<file path="src/rtl/gpu_draw_sequencer_if.sv">
// Command, main-memory read and VRAM row signals of gpu_draw_sequencer.
// master: the side that issues commands and answers memory/VRAM reads.
// slave : the draw sequencer itself.
interface gpu_draw_sequencer_if #(
    parameter int MEM_AW = 12
);
    // Command handshake: a command is taken on a rising clk edge where
    // cmd_valid and cmd_ready are both high; cmd_ready is high only while idle.
    logic              cmd_valid;
    logic              cmd_ready;
    logic              cmd_clear;
    logic [7:0]        cmd_x;
    logic [7:0]        cmd_y;
    logic [3:0]        cmd_n;
    logic [MEM_AW-1:0] cmd_addr;

    logic              mem_rd_en;
    logic [MEM_AW-1:0] mem_addr;
    logic [7:0]        mem_rd_data;

    logic [4:0]        vram_row;
    logic              vram_rd_en;
    logic [63:0]       vram_rd_data;
    logic              vram_wr_en;
    logic [63:0]       vram_wr_data;

    logic              busy;
    logic              done;
    logic [7:0]        vf;

    modport master (
        output cmd_valid, cmd_clear, cmd_x, cmd_y, cmd_n, cmd_addr,
        output mem_rd_data, vram_rd_data,
        input  cmd_ready, mem_rd_en, mem_addr, vram_row, vram_rd_en,
        input  vram_wr_en, vram_wr_data, busy, done, vf
    );

    modport slave (
        input  cmd_valid, cmd_clear, cmd_x, cmd_y, cmd_n, cmd_addr,
        input  mem_rd_data, vram_rd_data,
        output cmd_ready, mem_rd_en, mem_addr, vram_row, vram_rd_en,
        output vram_wr_en, vram_wr_data, busy, done, vf
    );
endinterface

</file>
<file path="src/rtl/gpu_draw_sequencer.sv">
// CHIP-8 CLS / DXYN sequencer for a 64x32 monochrome VRAM held as 32
// row words of 64 bits (bit c = column c). Each sprite row is a VRAM
// read (RD) followed by a write of the XORed word (WR).
// Optional build macro GPU_DRAW_WRAP_EN: wrap pixels past column 63 and
// rows past row 31 instead of clipping them.
module gpu_draw_sequencer #(
    parameter int MEM_AW = 12
) (
    input  logic                 clk,
    input  logic                 rst,
    gpu_draw_sequencer_if.slave  bus,
    output logic [2:0]           dbg_state
);

    typedef enum logic [2:0] {
        S_IDLE = 3'd0,
        S_CLR  = 3'd1,
        S_RD   = 3'd2,
        S_WR   = 3'd3,
        S_DONE = 3'd4
    } state_t;

    state_t            state;
    logic              is_clear;
    logic [5:0]        x0;
    logic [4:0]        row;
    logic [3:0]        n_lat;
    logic [3:0]        i_cnt;
    logic [MEM_AW-1:0] addr;
    logic              col;
    logic              mem_rd_en_q;
    logic              vram_rd_en_q;
    logic              vram_wr_en_q;
    logic              done_q;
    logic [7:0]        vf_q;

    logic [63:0]       sprite_bits;
    logic [63:0]       mask;
    logic              hit;
    logic [5:0]        next_row;
    logic              last_row;

    // Sprite byte placed at x0 (MSB leftmost), collision bit and end-of-sprite test.
    always_comb begin
        sprite_bits = '0;
        for (int j = 0; j < 8; j++) begin
            sprite_bits[j] = bus.mem_rd_data[7-j];
        end
`ifdef GPU_DRAW_WRAP_EN
        // Rotate; a shift by 64 (x0 = 0) yields zero, so no special case.
        mask     = (sprite_bits << x0) | (sprite_bits >> (7'd64 - {1'b0, x0}));
        next_row = {1'b0, row} + 6'd1;
        last_row = ((i_cnt + 4'd1) == n_lat);
`else
        // Plain shift discards columns past 63.
        mask     = sprite_bits << x0;
        next_row = {1'b0, row} + 6'd1;
        last_row = ((i_cnt + 4'd1) == n_lat) || next_row[5];
`endif
        hit = |(bus.vram_rd_data & mask);
    end

    // Write data is the freshly read row XOR mask during WR, zero otherwise (CLR).
    assign bus.vram_wr_data = (state == S_WR) ? (bus.vram_rd_data ^ mask) : 64'd0;

    assign bus.cmd_ready  = (state == S_IDLE);
    assign bus.busy       = (state != S_IDLE);
    assign bus.mem_rd_en  = mem_rd_en_q;
    assign bus.mem_addr   = addr;
    assign bus.vram_row   = row;
    assign bus.vram_rd_en = vram_rd_en_q;
    assign bus.vram_wr_en = vram_wr_en_q;
    assign bus.done       = done_q;
    assign bus.vf         = vf_q;
    assign dbg_state      = state;

    // Command FSM; strobes are registered on entry to the state that owns them.
    always_ff @(posedge clk or posedge rst) begin
        if (rst) begin
            state        <= S_IDLE;
            is_clear     <= 1'b0;
            x0           <= '0;
            row          <= '0;
            n_lat        <= '0;
            i_cnt        <= '0;
            addr         <= '0;
            col          <= 1'b0;
            mem_rd_en_q  <= 1'b0;
            vram_rd_en_q <= 1'b0;
            vram_wr_en_q <= 1'b0;
            done_q       <= 1'b0;
            vf_q         <= '0;
        end else begin
            done_q <= 1'b0;
            case (state)
                S_IDLE: begin
                    if (bus.cmd_valid) begin
                        is_clear <= bus.cmd_clear;
                        x0       <= bus.cmd_x[5:0];
                        n_lat    <= bus.cmd_n;
                        i_cnt    <= '0;
                        col      <= 1'b0;
                        if (bus.cmd_clear) begin
                            row          <= '0;
                            vram_wr_en_q <= 1'b1;
                            state        <= S_CLR;
                        end else if (bus.cmd_n == 4'd0) begin
                            state <= S_DONE;
                        end else begin
                            row          <= bus.cmd_y[4:0];
                            addr         <= bus.cmd_addr;
                            mem_rd_en_q  <= 1'b1;
                            vram_rd_en_q <= 1'b1;
                            state        <= S_RD;
                        end
                    end
                end
                S_CLR: begin
                    if (row == 5'd31) begin
                        vram_wr_en_q <= 1'b0;
                        state        <= S_DONE;
                    end else begin
                        row <= row + 5'd1;
                    end
                end
                S_RD: begin
                    mem_rd_en_q  <= 1'b0;
                    vram_rd_en_q <= 1'b0;
                    vram_wr_en_q <= 1'b1;
                    state        <= S_WR;
                end
                S_WR: begin
                    vram_wr_en_q <= 1'b0;
                    col          <= col | hit;
                    i_cnt        <= i_cnt + 4'd1;
                    if (last_row) begin
                        state <= S_DONE;
                    end else begin
                        row          <= next_row[4:0];
                        addr         <= addr + 1'b1;
                        mem_rd_en_q  <= 1'b1;
                        vram_rd_en_q <= 1'b1;
                        state        <= S_RD;
                    end
                end
                S_DONE: begin
                    done_q <= 1'b1;
                    if (!is_clear) begin
                        vf_q <= {7'b0, col};
                    end
                    state <= S_IDLE;
                end
                default: state <= S_IDLE;
            endcase
        end
    end

endmodule
</file>
<file path="src/flat_wrapper.sv">
// flat-port wrapper written by rule: the top's interface ports become plain ports
module gpu_draw_sequencer_flat 
#(
    parameter int MEM_AW = 12
)
  (clk, rst, dbg_state, bus_cmd_valid, bus_cmd_clear, bus_cmd_x, bus_cmd_y, bus_cmd_n, bus_cmd_addr, bus_mem_rd_data, bus_vram_rd_data, bus_cmd_ready, bus_mem_rd_en, bus_mem_addr, bus_vram_row, bus_vram_rd_en, bus_vram_wr_en, bus_vram_wr_data, bus_busy, bus_done, bus_vf);
  gpu_draw_sequencer_if #(.MEM_AW(MEM_AW)) bus_i ();
  input  logic clk;
  input  logic rst;
  output logic [2:0] dbg_state;
  input wire logic [$bits(bus_i.cmd_valid)-1:0] bus_cmd_valid;
  input wire logic [$bits(bus_i.cmd_clear)-1:0] bus_cmd_clear;
  input wire logic [$bits(bus_i.cmd_x)-1:0] bus_cmd_x;
  input wire logic [$bits(bus_i.cmd_y)-1:0] bus_cmd_y;
  input wire logic [$bits(bus_i.cmd_n)-1:0] bus_cmd_n;
  input wire logic [$bits(bus_i.cmd_addr)-1:0] bus_cmd_addr;
  input wire logic [$bits(bus_i.mem_rd_data)-1:0] bus_mem_rd_data;
  input wire logic [$bits(bus_i.vram_rd_data)-1:0] bus_vram_rd_data;
  output wire logic [$bits(bus_i.cmd_ready)-1:0] bus_cmd_ready;
  output wire logic [$bits(bus_i.mem_rd_en)-1:0] bus_mem_rd_en;
  output wire logic [$bits(bus_i.mem_addr)-1:0] bus_mem_addr;
  output wire logic [$bits(bus_i.vram_row)-1:0] bus_vram_row;
  output wire logic [$bits(bus_i.vram_rd_en)-1:0] bus_vram_rd_en;
  output wire logic [$bits(bus_i.vram_wr_en)-1:0] bus_vram_wr_en;
  output wire logic [$bits(bus_i.vram_wr_data)-1:0] bus_vram_wr_data;
  output wire logic [$bits(bus_i.busy)-1:0] bus_busy;
  output wire logic [$bits(bus_i.done)-1:0] bus_done;
  output wire logic [$bits(bus_i.vf)-1:0] bus_vf;
  assign bus_i.cmd_valid = bus_cmd_valid;
  assign bus_i.cmd_clear = bus_cmd_clear;
  assign bus_i.cmd_x = bus_cmd_x;
  assign bus_i.cmd_y = bus_cmd_y;
  assign bus_i.cmd_n = bus_cmd_n;
  assign bus_i.cmd_addr = bus_cmd_addr;
  assign bus_i.mem_rd_data = bus_mem_rd_data;
  assign bus_i.vram_rd_data = bus_vram_rd_data;
  assign bus_cmd_ready = bus_i.cmd_ready;
  assign bus_mem_rd_en = bus_i.mem_rd_en;
  assign bus_mem_addr = bus_i.mem_addr;
  assign bus_vram_row = bus_i.vram_row;
  assign bus_vram_rd_en = bus_i.vram_rd_en;
  assign bus_vram_wr_en = bus_i.vram_wr_en;
  assign bus_vram_wr_data = bus_i.vram_wr_data;
  assign bus_busy = bus_i.busy;
  assign bus_done = bus_i.done;
  assign bus_vf = bus_i.vf;
  gpu_draw_sequencer #(.MEM_AW(MEM_AW)) u_core (.clk(clk), .rst(rst), .bus(bus_i), .dbg_state(dbg_state));
endmodule
</file>
<file path="config.mk">
export PLATFORM = sky130hd
export DESIGN_NAME = gpu_draw_sequencer_flat
export DESIGN_NICKNAME = d
export VERILOG_FILES = /design/src/rtl/gpu_draw_sequencer_if.sv /design/src/rtl/gpu_draw_sequencer.sv /design/src/flat_wrapper.sv
export SDC_FILE = /design/constraint.sdc
export NUM_CORES = 1
export LEC_CHECK = 0
export CORE_MARGIN = 8
export CORE_UTILIZATION = 47
export CTS_CLUSTER_DIAMETER = 150
export DETAILED_ROUTE_END_ITERATION = 8
export PLACE_DENSITY = 0.89
export SYNTH_ARGS = -nofsm -noshare
export SYNTH_HDL_FRONTEND = slang
export SYNTH_SLANG_ARGS = --single-unit
export TNS_END_PERCENT = 5
</file>
<file path="constraint.sdc">
create_clock -name clk -period 4.42 [get_ports clk]
set_input_delay 0.663 -clock clk [delete_from_list [all_inputs] [get_ports clk]]
set_output_delay 0.663 -clock clk [all_outputs]
set_load 0.01 [all_outputs]
</file>
Word level (Yosys, flattened, before mapping)
Index checks and enable logic that the tools add are counted.
{ "op_classes": {"n_addsub": 4, "eq_ne": 14, "n_shift": 1, "muxes": 32, "bitwise_logic": 4, "reduce_logical": 17} }
{ "op_table": {"columns": ["op", "count"], "rows": [
  ["$and A64 B64 Y64", 1],
  ["$mux W64", 1],
  ["$reduce_or A64 Y1", 1],
  ["$shl A8 B6 Y64", 1],
  ["$xor A64 B64 Y64", 1],
  ["$mux W12", 4],
  ["$mux W5", 5],
  ["$pmux W12 S2", 1],
  ["$mux W3", 5],
  ["$pmux W5 S3", 1],
  ["$reduce_and A5 Y1", 3],
  ["$add A12 B1 Y12 const B", 1],
  ["$ne A2 B2 Y1 const B", 6],
  ["$pmux W3 S4", 1],
  ["$mux W1", 9],
  ["$reduce_bool A3 Y1", 3],
  ["$pmux W4 S2", 1],
  ["$reduce_and A2 Y1", 4],
  ["$add A5 B1 Y6 const B", 1],
  ["$eq A3 B2 Y1 const B", 2],
  ["$add A5 B1 Y5 const B", 1],
  ["$eq A5 B5 Y1 const B", 1],
  ["$add A4 B1 Y4 const B", 1],
  ["$eq A4 B4 Y1", 1],
  ["other kinds (16)", 16]
]} }
{ "totals": {"reg_bits": 40, "input_bits": 108, "wordCells": 84} }

Longest topological paths before layout
Gate-level depths: netlist of run 1.
{ "depth": {"ltp_word": 5, "ltp_mapped": 13, "ltp_nobuf": 11} }

Worst setup path before layout of run 1
OpenSTA, ideal clock, no wires.
{ "synth_timing": {"path_kind": "input to register", "startpoint": "input bus_mem_rd_data[2]", "endpoint": "register u_core.col", "t_arrival_ns": 2.744, "required_time_ns": 4.299, "path_slack_ns": 1.555, "path_stages": 11, "path_buffers": 0, "cell_sequence": "mux2_2 -> a21oi_1 -> mux2i_1 -> a22oi_1 -> nor2_1 -> ha_1 -> nor4_1 -> nand4_1 -> nor4_1 -> nand4_1 -> a22o_1"} }
{ "synth_via": {"elab_chain_cells": 5} }
{ "synth_lines": {"columns": ["element", "line_no", "text"], "rows": [
  ["start: declaration", "flat_wrapper.sv:17", "input wire logic [$bits(bus_i.mem_rd_data)-1:0] bus_mem_rd_data;"],
  ["$shl A8 B6 Y64", "gpu_draw_sequencer.sv:56", "mask = sprite_bits << x0;"],
  ["$and A64 B64 Y64", "gpu_draw_sequencer.sv:60", "hit = |(bus.vram_rd_data & mask);"],
  ["$reduce_or A64 Y1", "gpu_draw_sequencer.sv:60", null],
  ["$or A1 B1 Y1", "gpu_draw_sequencer.sv:134", "col <= col | hit;"],
  ["$pmux W1 S2", "gpu_draw_sequencer.sv:95", "case (state)"],
  ["end signal: assignment", "gpu_draw_sequencer.sv:134", null],
  ["end: declaration", "gpu_draw_sequencer.sv:30", "logic col;"]
]} }
No other way between the ends.
A chain may end at the register's enable or synchronous reset.

Worst setup path in the final report of run 1
{ "layout_timing": {"startpoint": "input bus_mem_rd_data[0]", "endpoint": "output bus_vram_wr_data[8]"} }
{ "layout_via": {"elab_chain_cells": 3} }
{ "layout_lines": {"columns": ["element", "line_no", "text"], "rows": [
  ["$shl A8 B6 Y64", "gpu_draw_sequencer.sv:56", null],
  ["$xor A64 B64 Y64", "gpu_draw_sequencer.sv:64", "assign bus.vram_wr_data = (state == S_WR) ? (bus.vram_rd_data ^ mask) : 64'd0;"],
  ["$mux W64", "gpu_draw_sequencer.sv:64", null],
  ["end: declaration", "flat_wrapper.sv:25", "output wire logic [$bits(bus_i.vram_wr_data)-1:0] bus_vram_wr_data;"]
]} }
No other way between the ends.

==> reports/metrics.yaml, run 1 <==
worst_setup_path:
  reg2regPathDepth: 11
  timing.rr.start: "u_core.x0[1]$_DFFE_PP0P_"
  critical_path.startpoint_type: "input pin"
  arrival_ns: 3.37
  regToRegEndpoint: "u_core.col$_DFFE_PP0P_"
  crit_required_ns: 3.76
  crit_path_max_fanout: 4
  rrSetupSlack_ns: 0.78
  endpoint_kind: "primary output"
  crit_type: "input pin to primary output"
synth:
  synth_area_leader_cell: "dfrtp_1"
  synth_most_common_cell: "and2_1"
  synth.area.top_cells: "dfrtp_1 22%, ha_1 19%, and2_1 9.9%"
  ys_seq_area_share_pct: 21.9
  syn-instance-count: 555
  async_reset_ff_share_pct: 100
  synth_edf_count: 0
  synth.distinct_cells: 55
  ys_ff_latch: 40
  yosysTopAreaCellShare_pct: 21.9
  synth_common_cells: "72 x and2_1, 68 x ha_1, 62 x nor2_1, 40 x dfrtp_1, 39 x nand2_1"
  synth.avg_cell_area_um2: 8.23
  synth.cell_area_mm2: 0.00457
  yosysWarningCount: 0
  ys.flop_type: "dfrtp_1"
sta:
  clock.fmax_mhz: 248
  finalSetupViolCount: 0
  finalSetupTns_ns: 0
  timing.slew.headroom_pct: 35.6
  rsz0062_at_grt: "no"
  worst_slew_pin_slew_ns: 0.967
  hold_viol: 0
  period_share_pct: 91.3
  clock_skew_ns: 0.00635
  slew_viol_final: 0
  hold_ws_ns: 0.500
  fin_crit_ns: 4.04
drt:
  ant_nets: 0
  viasPerCell: 5.69
  wl_per_cell_um: 18.6
  drtIter0Drc: 275
  drt_pass1_iterations: 4
  drc_errors: 0
  vias: 4885
  wirelength_mm: 16.0
cts:
  htree_levels: 2
  path_clk_slew_ns: 0.08
  clock_sink_count: 40
  clock_path_buffers: 2
  clk_latency_ns: 0.29
  cts_tree: "built"
  cts_resized: 0
  numCtsBuffers: 5
  postCtsSetupBuffers: 0
  ctsHoldBuffers: 0
  clock-root-buffer: "clkbuf_8"
placed_design:
  dp.final_hpwl_mm: 13.1
  portBuffers: 193
  place_congestion: 0.920
  dp.cells: 850
worst_hold_path:
  hold_class: "flip-flop to flip-flop"
  hold_end: "u_core.n_lat[2]$_DFFE_PP0P_"
  hold_depth: 1
  min_from: "u_core.n_lat[2]$_DFFE_PP0P_"
finish:
  antennaDiodeCount: 0
  nets: 900
  fin_cells: 858
  drive_above_1_share_pct: 5.79
  final_util_pct: 68.9
  synthToLayoutAreaGrowth_pct: 44.7
  nFillCells: 824
global_route:
  grt_pass1_wl_mm: 24.8
  gr-usage-all-layers_pct: 23.5
  grt_max_degree: 72
  antenna_found_initial: 0
  grt_pass1_vias: 4919
  grt_overflow: 0
die:
  coreArea_mm2: 0.00959
  dieArea_mm2: 0.0131
  start_util_pct: 47.6
  die_width_um: 115
  num_rows: 36
  pin_count: 206
  fp.dieH_um: 115
power_and_ir_drop:
  total_power_w: 0.00351
  power_density_mw_per_mm2: 531
  peakVddDrop_mv: 0.569
  leakage_nw: 2.82
status:
  outcome: "complete, no violations"
job:
  maxCapViolCount: 0
-- report_power, final --
part           internal (W)  switching [W]  total, W
Combinational       0.00114        0.00122   0.00236
Sequential         0.000532       0.000309  0.000842
Clock              0.000170       0.000133  0.000303
-- metal layers --
layer	vias up	share of wire, %	track usage (%)	wire length [µm]
li1	2310	-	-	-
met1	2274	38	26.0	6110
met2	269	49	42.7	7910
met3	32	9.6	5.96	1540
met4	0	2.7	7.28	436
met5	-	0	0	0
-- logic make-up (layout without fill, tap and decap cells) --
group	count (synthesis)	after routing	synth area share (%)
buffers and inverters	53	217	6.05
other	1	7	0.0821
and+or+nand+nor	260	260	30.7
xor gates and xnor gates	6	6	1.48
AOI/OAI and AO/OA	101	101	13.9
muxes	26	26	7.23
DFF	40	40	21.9
adders and majority gates	68	68	18.6
-- stage by stage --
stage,cell area [µm²],worst slack (ns)
floorplan,4590,1.56
global placement,6490,0.456
detailed placement,6490,0.441
CTS,6610,0.419
global route,6610,0.254
finish,6610,0.384
-- worst max-delay path: stages --
cell and delay (ns):
clkdlybuf4s50_1 0.45, mux2_2 0.30, a21oi_1 0.22, mux2i_1 0.16, a22oi_1 0.52, nor2_1 0.12
ha_1 0.29, and2_1 0.12, clkdlybuf4s50_1 0.54
-- flip-flops by register name, indices dropped and copies added (netlist names), 3 cells and up --
| signal | cells |
|---|---|
| u_core.bus.mem_addr | 12 |
| u_core.x0 | 6 |
| u_core.n_lat | 4 |
| u_core.bus.vram_row | 5 |
| u_core.i_cnt | 4 |
| u_core.dbg_state | 3 |
-- worst max-delay path by stage --
| stage | start | end | slack, ns | depth (start not counted) |
|---|---|---|---|---|
| CTS | bus_mem_rd_data[0] | bus_vram_wr_data[8] | 0.42 | 9 |
| global route | bus_mem_rd_data[0] | bus_vram_wr_data[8] | 0.25 | 9 |
| finish | bus_mem_rd_data[0] | bus_vram_wr_data[8] | 0.38 | 9 |
| floorplan | bus_mem_rd_data[2] | u_core.col$_DFFE_PP0P_ | 1.56 | 11 |
| detailed placement | bus_mem_rd_data[0] | bus_vram_wr_data[8] | 0.44 | 9 |
| global placement | bus_mem_rd_data[0] | bus_vram_wr_data[8] | 0.46 | 9 |
-- area by class of cell --
cell class	count	area (µm²)	area share (%)
Sequential cell	40	1000	15.2
Clock inverter	3	46.3	0.701
Timing Repair Buffer	198	1970	29.8
Inverter	11	41.3	0.625
Multi-Input combinational cell	468	3310	50.2
Clock buffer	5	68.8	1.04
Tap cell	133	166	2.52
-- cell usage in the layout, fill, tap and decap left out, drive strengths merged, types with 4 or more instances in the layout --
master | netlist | final
o22ai | 13 | 13
mux4 | 4 | 4
nand2b | 9 | 9
mux2i | 6 | 6
ha | 68 | 68
mux2 | 16 | 16
nand2 | 39 | 39
a22oi | 10 | 10
nand4 | 8 | 8
a31oi | 17 | 17
clkbuf | 21 | 5
dfrtp | 40 | 40
clkdlybuf4s50 | 0 | 193
conb | 1 | 7
nor2 | 62 | 62
a21oi | 23 | 23
inv | 11 | 12
buf | 21 | 5
nor2b | 11 | 11
nor4 | 18 | 18
o21ai | 19 | 19
or2 | 6 | 6
nand3 | 17 | 17
and2 | 74 | 74
Note: power is estimated with default switching activity, not from simulation.
==> run 2, diff against run 1 <==
--- a/config.mk
+++ b/config.mk
@@ -5,6 +5,7 @@
 export SDC_FILE = /design/constraint.sdc
 export NUM_CORES = 1
 export LEC_CHECK = 0
+export CORE_ASPECT_RATIO = 1.1
 export CORE_MARGIN = 8
 export CORE_UTILIZATION = 47
 export CTS_CLUSTER_DIAMETER = 150
==> constraint.sdc (replaced) <==
create_clock -name clk -period 5.2 [get_ports clk]
set_input_delay 0.78 -clock clk [delete_from_list [all_inputs] [get_ports clk]]
set_output_delay 0.78 -clock clk [all_outputs]
set_load 0.01 [all_outputs]
==> run 2 against run 1 <==
  * Core utilization grew 0.72 points
  * Clock skew increased by 0.0024 ns
  * First-iteration DRC count rose by 27%
  * Global-route usage grew 0.38 points
  * Wire length increased by 2.7%
  * Sequential cell count unchanged
  * Register-to-register slack gained 0.50 ns
  * Critical path depth unchanged
  * Via count down 1.8%
  * Clock-buffer cell count increased by 3
  * Sequential power decreased by 15%
  * Clock power fell by 30%
  * Highest routed layer unchanged
==> reports/metrics.yaml, run 2 (synthesized netlist as in run 1, its figures left out) <==
global_route:
  grt_pass1_wl_mm: 25.1  # +1.3%
  grt_max_degree: 72  # unchanged
  antenna_found_initial: 0  # unchanged
  grt_overflow: 0  # unchanged
  gr-usage-all-layers_pct: 23.9  # +0.38 points
  grt_pass1_vias: 4930  # +0.22%
cts:
  cts_resized: 0  # unchanged
  clock_sink_count: 40  # unchanged
  clock-root-buffer: "clkbuf_8"
  path_clk_slew_ns: 0.07  # about the same
  postCtsSetupBuffers: 0  # unchanged
  htree_levels: 2  # unchanged
  ctsHoldBuffers: 0  # unchanged
  clock_path_buffers: 2  # unchanged
  clk_latency_ns: 0.29  # about the same
  numCtsBuffers: 5  # unchanged
  cts_tree: "built"
drt:
  viasPerCell: 5.72  # +0.40%
  ant_nets: 0  # unchanged
  drc_errors: 0  # unchanged
  drtIter0Drc: 348  # +27%
  wirelength_mm: 16.4  # +2.7%
  drt_pass1_iterations: 4  # unchanged
  wl_per_cell_um: 19.6  # +5.1%
  vias: 4796  # -1.8%
power_and_ir_drop:
  peakVddDrop_mv: 0.456  # -20%
  power_density_mw_per_mm2: 448  # -16%
  leakage_nw: 2.80  # -0.81%
die:
  coreArea_mm2: 0.00940  # -2.0%
  start_util_pct: 48.6  # +0.99 points
  pin_count: 206  # unchanged
  dieArea_mm2: 0.0131  # about the same
  die_width_um: 110  # -4.0%
  fp.dieH_um: 119  # +4.2%
  num_rows: 37  # +2.8%
worst_setup_path:
  critical_path.startpoint_type: "input pin"
  critPathBufInv: 2  # unchanged
  endpoint_kind: "primary output"
  cp_cell_sequence: "clkdlybuf4s50_1 > mux2_2 > a21oi_1 > mux2i_1 > a22oi_1 > nor2_1 > ha_1 > and2_1 > clkdlybuf4s50_1"
  reg2regPathDepth: 11  # unchanged
  cp_top_family: "buffers and inverters"
  slowest_stage: "a22oi_1"
  crit_type: "input pin to primary output"
  slowest_delay_ns: 0.60  # +0.06 ns
  crit_required_ns: 4.42  # +0.66 ns
  crit_top_cell: "clkdlybuf4s50_1"
  path_depth: 9  # unchanged
  crit_path_max_fanout: 4  # unchanged
  arrival_ns: 3.74  # +0.37 ns
sta:
  period_share_pct: 86.8
  finalSetupViolCount: 0  # unchanged
  hold_viol: 0  # unchanged
  timing.slew.headroom_pct: 35.8  # +0.22 points
  finalSetupTns_ns: 0  # unchanged
  rsz0062_at_grt: "no"
  slew_viol_final: 0  # unchanged
  fin_crit_ns: 4.52
  worst_slew_pin_slew_ns: 0.963  # -0.00325 ns
  clock.fmax_mhz: 221
  clock_skew_ns: 0.00873  # +0.00238 ns
placed_design:
  portBuffers: 193  # unchanged
  place_congestion: 0.946  # +2.8%
  dp.final_hpwl_mm: 13.4  # +2.5%
finish:
  final_cell_mix: "193 x clkdlybuf4s50_1, 72 x and2_1, 68 x ha_1, 62 x nor2_1, 40 x dfrtp_1"
  nets: 897  # -0.33%
  synthToLayoutAreaGrowth_pct: 43.2
  antennaDiodeCount: 0  # unchanged
  final_util_pct: 69.6  # +0.72 points
  mostFrequentLayoutCell: "clkdlybuf4s50_1"
  nFillCells: 708  # -14%
  drive_above_1_share_pct: 5.12  # -0.67 points
  multiInputGateArea_mm2: 0.00331  # unchanged
  largest_reg_flops: 12  # unchanged
  regArea_mm2: 0.00100  # unchanged
job:
  maxCapViolCount: 0  # unchanged
worst_hold_path:
  hold_class: "flip-flop to flip-flop"
  hold_depth: 1  # unchanged
status:
  outcome: "complete, no violations"
[run 2: cell count changes in the layout (fill, tap and decap cells not counted), sizes merged]
cell,delta
bufinv,-1
buf,-3
inv,-1
clkinvlp,-1
clkbuf,+3
[run 2: power breakdown]
part	total, W	internal [W]	switching (W)
clock	0.000213	0.000108	0.000104
combinational	0.00200	0.000949	0.00105
sequential	0.000719	0.000453	0.000267
[run 2: layout make-up]
cell class	instances	area share, %
tap	117	2.24
timing repair buffer	195	29.8
inverter	11	0.631
clock buffer	8	1.38
sequential	40	15.3
multi-input combinational	468	50.7
[run 2: worst paths after layout]
kind                                              from  slack [ns]                          end
max                                 bus_mem_rd_data[0]        0.68          bus_vram_wr_data[8]
min                        u_core.n_lat[2]$_DFFE_PP0P_        0.49  u_core.n_lat[2]$_DFFE_PP0P_
max reg2reg                   u_core.x0[1]$_DFFE_PP0P_        1.28       u_core.col$_DFFE_PP0P_
min reg2reg                u_core.n_lat[2]$_DFFE_PP0P_        0.49  u_core.n_lat[2]$_DFFE_PP0P_
max in group asynchronous                          rst        3.94  u_core.n_lat[0]$_DFFE_PP0P_
min in group asynchronous                          rst        0.90    u_core.bus.done$_DFF_PP0_
[run 2: worst register-to-register path, stage by stage (launching register included)]
cell and delay (ns):
dfrtp_1 0.63, mux2_2 0.42, a21oi_1 0.36, mux2i_1 0.17, a22oi_1 0.60, nor2_1 0.12
ha_1 0.22, nor4_1 0.37, nand4_1 0.20, nor4_1 0.30, nand4_1 0.20, a22o_1 0.23
[run 2: layer usage]
metal	routed length, µm	up-vias	GRT usage (%)
met1	6180	2223	26.9
met5	0	-	0
met4	412	0	7.52
met3	1660	31	5.12
met2	8180	243	42.9
li1	-	2299	-
[run 2: per-stage QoR]
step | instance area [µm²] | power, W | instances | worst slack (ns) | hold slack [ns]
floorplan | 4590 | 0.00194 | 561 | 2.20 | 0.460
global placement | 6450 | 0.00262 | 831 | 0.831 | 0.479
detailed placement | 6450 | 0.00269 | 831 | 0.813 | 0.484
CTS | 6540 | 0.00292 | 839 | 0.804 | 0.501
global route | 6540 | 0.00317 | 839 | 0.618 | 0.514
finish | 6540 | 0.00293 | 839 | 0.684 | 0.494
==> run 3, diff against run 2 <==
--- a/config.mk
+++ b/config.mk
@@ -5,12 +5,13 @@
 export SDC_FILE = /design/constraint.sdc
 export NUM_CORES = 1
 export LEC_CHECK = 0
+export ABC_AREA = 1
 export CORE_ASPECT_RATIO = 1.1
 export CORE_MARGIN = 8
-export CORE_UTILIZATION = 47
+export CORE_UTILIZATION = 44
 export CTS_CLUSTER_DIAMETER = 150
 export DETAILED_ROUTE_END_ITERATION = 8
-export PLACE_DENSITY = 0.89
+export PLACE_DENSITY = 0.83
 export SYNTH_ARGS = -nofsm -noshare
 export SYNTH_HDL_FRONTEND = slang
 export SYNTH_SLANG_ARGS = --single-unit
==> constraint.sdc (replaced) <==
create_clock -name clk -period 4.8 [get_ports clk]
set_input_delay 0.72 -clock clk [delete_from_list [all_inputs] [get_ports clk]]
set_output_delay 0.72 -clock clk [all_outputs]
set_load 0.01 [all_outputs]
==> run 3 against run 2 <==
  * Sequential cell count did not move
  * First-iteration DRC count fell by 15%
  * Setup slack improved by 0.072 ns
  * Cell count rose by 30%
  * Global-route usage fell by 2.2 points
  * Die area rose by 11%
  * Largest power group unchanged
  * Clock-buffer cell count fell by 1
  * Via count rose by 12%
  * Critical path depth rose by 2
  * Critical endpoint is now bus_vram_wr_data[29]
  * Core utilization fell by 5.2 points
  * Combinational power rose by 41%
==> reports/metrics.yaml, run 3 <==
sta:
  clock.fmax_mhz: 247
  rsz0062_at_grt: "no"
  finalSetupViolCount: 0  # unchanged
  fin_crit_ns: 4.04
  hold_viol: 0  # unchanged
  period_share_pct: 84.2
  worst_slew_pin_slew_ns: 0.874  # -0.0897 ns
  finalSetupTns_ns: 0  # unchanged
  timing.slew.headroom_pct: 41.8  # +6.0 points
  slew_viol_final: 0  # unchanged
  clock_skew_ns: 0.00439  # -0.00434 ns
die:
  fp.dieH_um: 126  # +5.6%
  start_util_pct: 44.8  # -3.8 points
  die_width_um: 116  # +5.5%
  coreArea_mm2: 0.0108  # +15%
  num_rows: 40  # +8.1%
  pin_count: 206  # unchanged
  dieArea_mm2: 0.0146  # +11%
worst_setup_path:
  slowest_delay_ns: 0.57  # -0.03 ns
  crit_path_max_fanout: 4  # unchanged
  cp_cell_sequence: "clkdlybuf4s50_1 > nand2_1 > nand2_1 > o21ai_1 > mux2i_1 > o21ai_1 > nor2_1 > ha_1 > inv_1 > nor2_1 > clkdlybuf4s50_1"
  crit_type: "input pin to primary output"
  critPathBufInv: 3  # +1
  arrival_ns: 3.32  # -0.42 ns
  cp_top_family: "buffers and inverters"
  slowest_stage: "clkdlybuf4s50_1"
  endpoint_kind: "primary output"
  crit_required_ns: 4.08  # -0.34 ns
  path_depth: 11  # +2
  reg2regPathDepth: 16  # +5
  critical_path.startpoint_type: "input pin"
global_route:
  antenna_found_initial: 1  # +1
  gr-usage-all-layers_pct: 21.7  # -2.2 points
  grt_overflow: 0  # unchanged
  grt_pass1_wl_mm: 25.4  # +1.2%
  grt_pass1_vias: 5074  # +2.9%
  grt_max_degree: 82  # +14%
synth:
  synth_edf_count: 0  # unchanged
  synth.avg_cell_area_um2: 6.32  # -23%
  synth.cell_area_mm2: 0.00484  # +6.0%
  synth_most_common_cell: "nand2_1"
  synth.area.top_cells: "dfrtp_1 21%, ha_1 18%, nand2_1 13%"
  synth_top_family_by_area: "simple AND/OR/NAND/NOR gates"
  synth.distinct_cells: 45  # -18%
  synth_area_leader_cell: "dfrtp_1"
  synthSimpleGateAreaFrac_pct: 37.0  # +6.3 points
  async_reset_ff_share_pct: 100  # unchanged
  ys.flop_type: "dfrtp_1"
  yosysWarningCount: 0  # unchanged
  yosysTopAreaCellShare_pct: 20.7  # -1.2 points
  synth_common_cells: "165 x nand2_1, 154 x nor2_1, 114 x inv_1, 68 x ha_1, 46 x o21ai_0"
  synth_mux_area_share_pct: 0.207  # -7.0 points
  ys_seq_area_share_pct: 20.7  # -1.2 points
  synth_compound_area_share_pct: 9.95  # -3.9 points
  ys_ff_latch: 40  # unchanged
  synth_xor_area_share_pct: 0.543  # -0.94 points
  synthAdderAreaFrac_pct: 17.6  # -1.1 points
  syn-instance-count: 766  # +38%
power_and_ir_drop:
  leakage_nw: 3.59  # +28%
  peakVddDrop_mv: 0.481  # +5.3%
  power_density_mw_per_mm2: 570  # +27%
  total_power_w: 0.00396  # +35%
cts:
  numCtsBuffers: 5  # unchanged
  clk_latency_ns: 0.28  # about the same
  htree_levels: 2  # unchanged
  clock_path_buffers: 2  # unchanged
  clock_sink_count: 40  # unchanged
  cts_tree: "built"
  postCtsSetupBuffers: 0  # unchanged
  ctsHoldBuffers: 0  # unchanged
  path_clk_slew_ns: 0.06  # about the same
  cts_resized: 0  # unchanged
  clock-root-buffer: "clkbuf_16"
finish:
  final_cell_mix: "193 x clkdlybuf4s50_1, 165 x nand2_1, 154 x nor2_1, 114 x inv_1, 68 x ha_1"
  largest_reg_flops: 12  # unchanged
  nFillCells: 1019  # +44%
  mostFrequentLayoutCell: "clkdlybuf4s50_1"
  drive_above_1_share_pct: 5.32  # +0.19 points
  synthToLayoutAreaGrowth_pct: 43.7
  final_cell_area_mm2: 0.00696  # +6.4%
  nets: 1115  # +24%
  antennaDiodeCount: 0  # unchanged
drt:
  drtIter0Drc: 297  # -15%
  drc_errors: 0  # unchanged
  wl_per_cell_um: 15.0  # -23%
  vias: 5386  # +12%
  drt_pass1_iterations: 4  # unchanged
  wirelength_mm: 16.3  # -0.60%
  viasPerCell: 4.95  # -13%
  ant_nets: 0  # unchanged
placed_design:
  place_congestion: 0.952  # +0.61%
  dp.final_hpwl_mm: 13.5  # +0.88%
  portBuffers: 193  # unchanged
  place_area_mm2: 0.00677  # +5.0%
worst_hold_path:
  hold_class: "flip-flop to flip-flop"
  hold_depth: 2  # +1
job:
  maxCapViolCount: 0  # unchanged
status:
  outcome: "complete, no violations"
run 3: cell types whose count changed after synthesis, moves of 13 or more:
cell | previous run | this run
a31oi_1 | 17 | 0
nor2_1 | 62 | 154
clkbuf_1 | 21 | 8
o21ai_0 | 19 | 46
nand3_1 | 17 | 44
inv_1 | 11 | 114
and2_1 | 72 | 1
nand2_1 | 39 | 165
run 3: per-layer routing:
| layer | global-route usage, % | share of wire, % | vias up |
|---|---|---|---|
| li1 | - | - | 2752 |
| met1 | 23.9 | 39 | 2413 |
| met2 | 38.3 | 49 | 186 |
| met3 | 5.64 | 8.8 | 33 |
| met4 | 8.63 | 3.4 | 2 |
| met5 | 0 | 0.080 | - |
run 3: worst paths after layout:
path	from	to	slack, ns
worst max-delay path	bus_mem_rd_data[4]	bus_vram_wr_data[29]	0.76
worst max register to register	u_core.x0[0]$_DFFE_PP0P_	u_core.col$_DFFE_PP0P_	1.68
worst min register to register	u_core.bus.vram_wr_en$_DFFE_PP0P_	u_core.bus.vram_wr_en$_DFFE_PP0P_	0.50
min in group asynchronous	rst	u_core.bus.mem_addr[0]$_DFFE_PP0P_	0.87
worst min-delay path	u_core.bus.vram_wr_en$_DFFE_PP0P_	u_core.bus.vram_wr_en$_DFFE_PP0P_	0.50
max in group asynchronous	rst	u_core.x0[3]$_DFFE_PP0P_	3.58
run 3: area by class of cell:
| class | count | area [µm²] | area share, % |
|---|---|---|---|
| multi-input cells | 577 | 3190 | 45.8 |
| repair buffers | 195 | 1950 | 28.0 |
| flip-flops and latches | 40 | 1000 | 14.4 |
| inverters | 120 | 454 | 6.53 |
| well taps | 147 | 184 | 2.64 |
| clock buffers | 7 | 153 | 2.19 |
| clock inverters | 1 | 30.0 | 0.432 |
run 3: metrics by stage:
stage,setup slack [ns],utilization (%),hold slack (ns),instances
global route,0.655,64.4,0.531,1087
finish,0.756,64.4,0.499,1087
CTS,0.798,64.4,0.500,1087
global placement,0.812,62.7,0.469,1079
floorplan,2.11,-,0.473,772
detailed placement,0.795,62.7,0.486,1079
run 3: cells by family after synthesis:
family	after synthesis
simple gates	413
buf+inv	155
compound gates	85
fa+ha+maj	68
flops	40
xor+xnor	3
other cells	1
mux	1
run 3: tightest hold or removal path, stage by stage (launching register included):
cell     delay [ns]
dfrtp_1        0.35
nand2_1        0.05
o21ai_0        0.06
run 3: where the power goes:
part	total, W	internal, W	switching [W]	leakage, nW
clock	0.000408	0.000274	0.000134	0.0901
sequential	0.000742	0.000497	0.000245	0.498
combinational	0.00281	0.00118	0.00163	3.00
total	0.00396	0.00195	0.00201	3.59
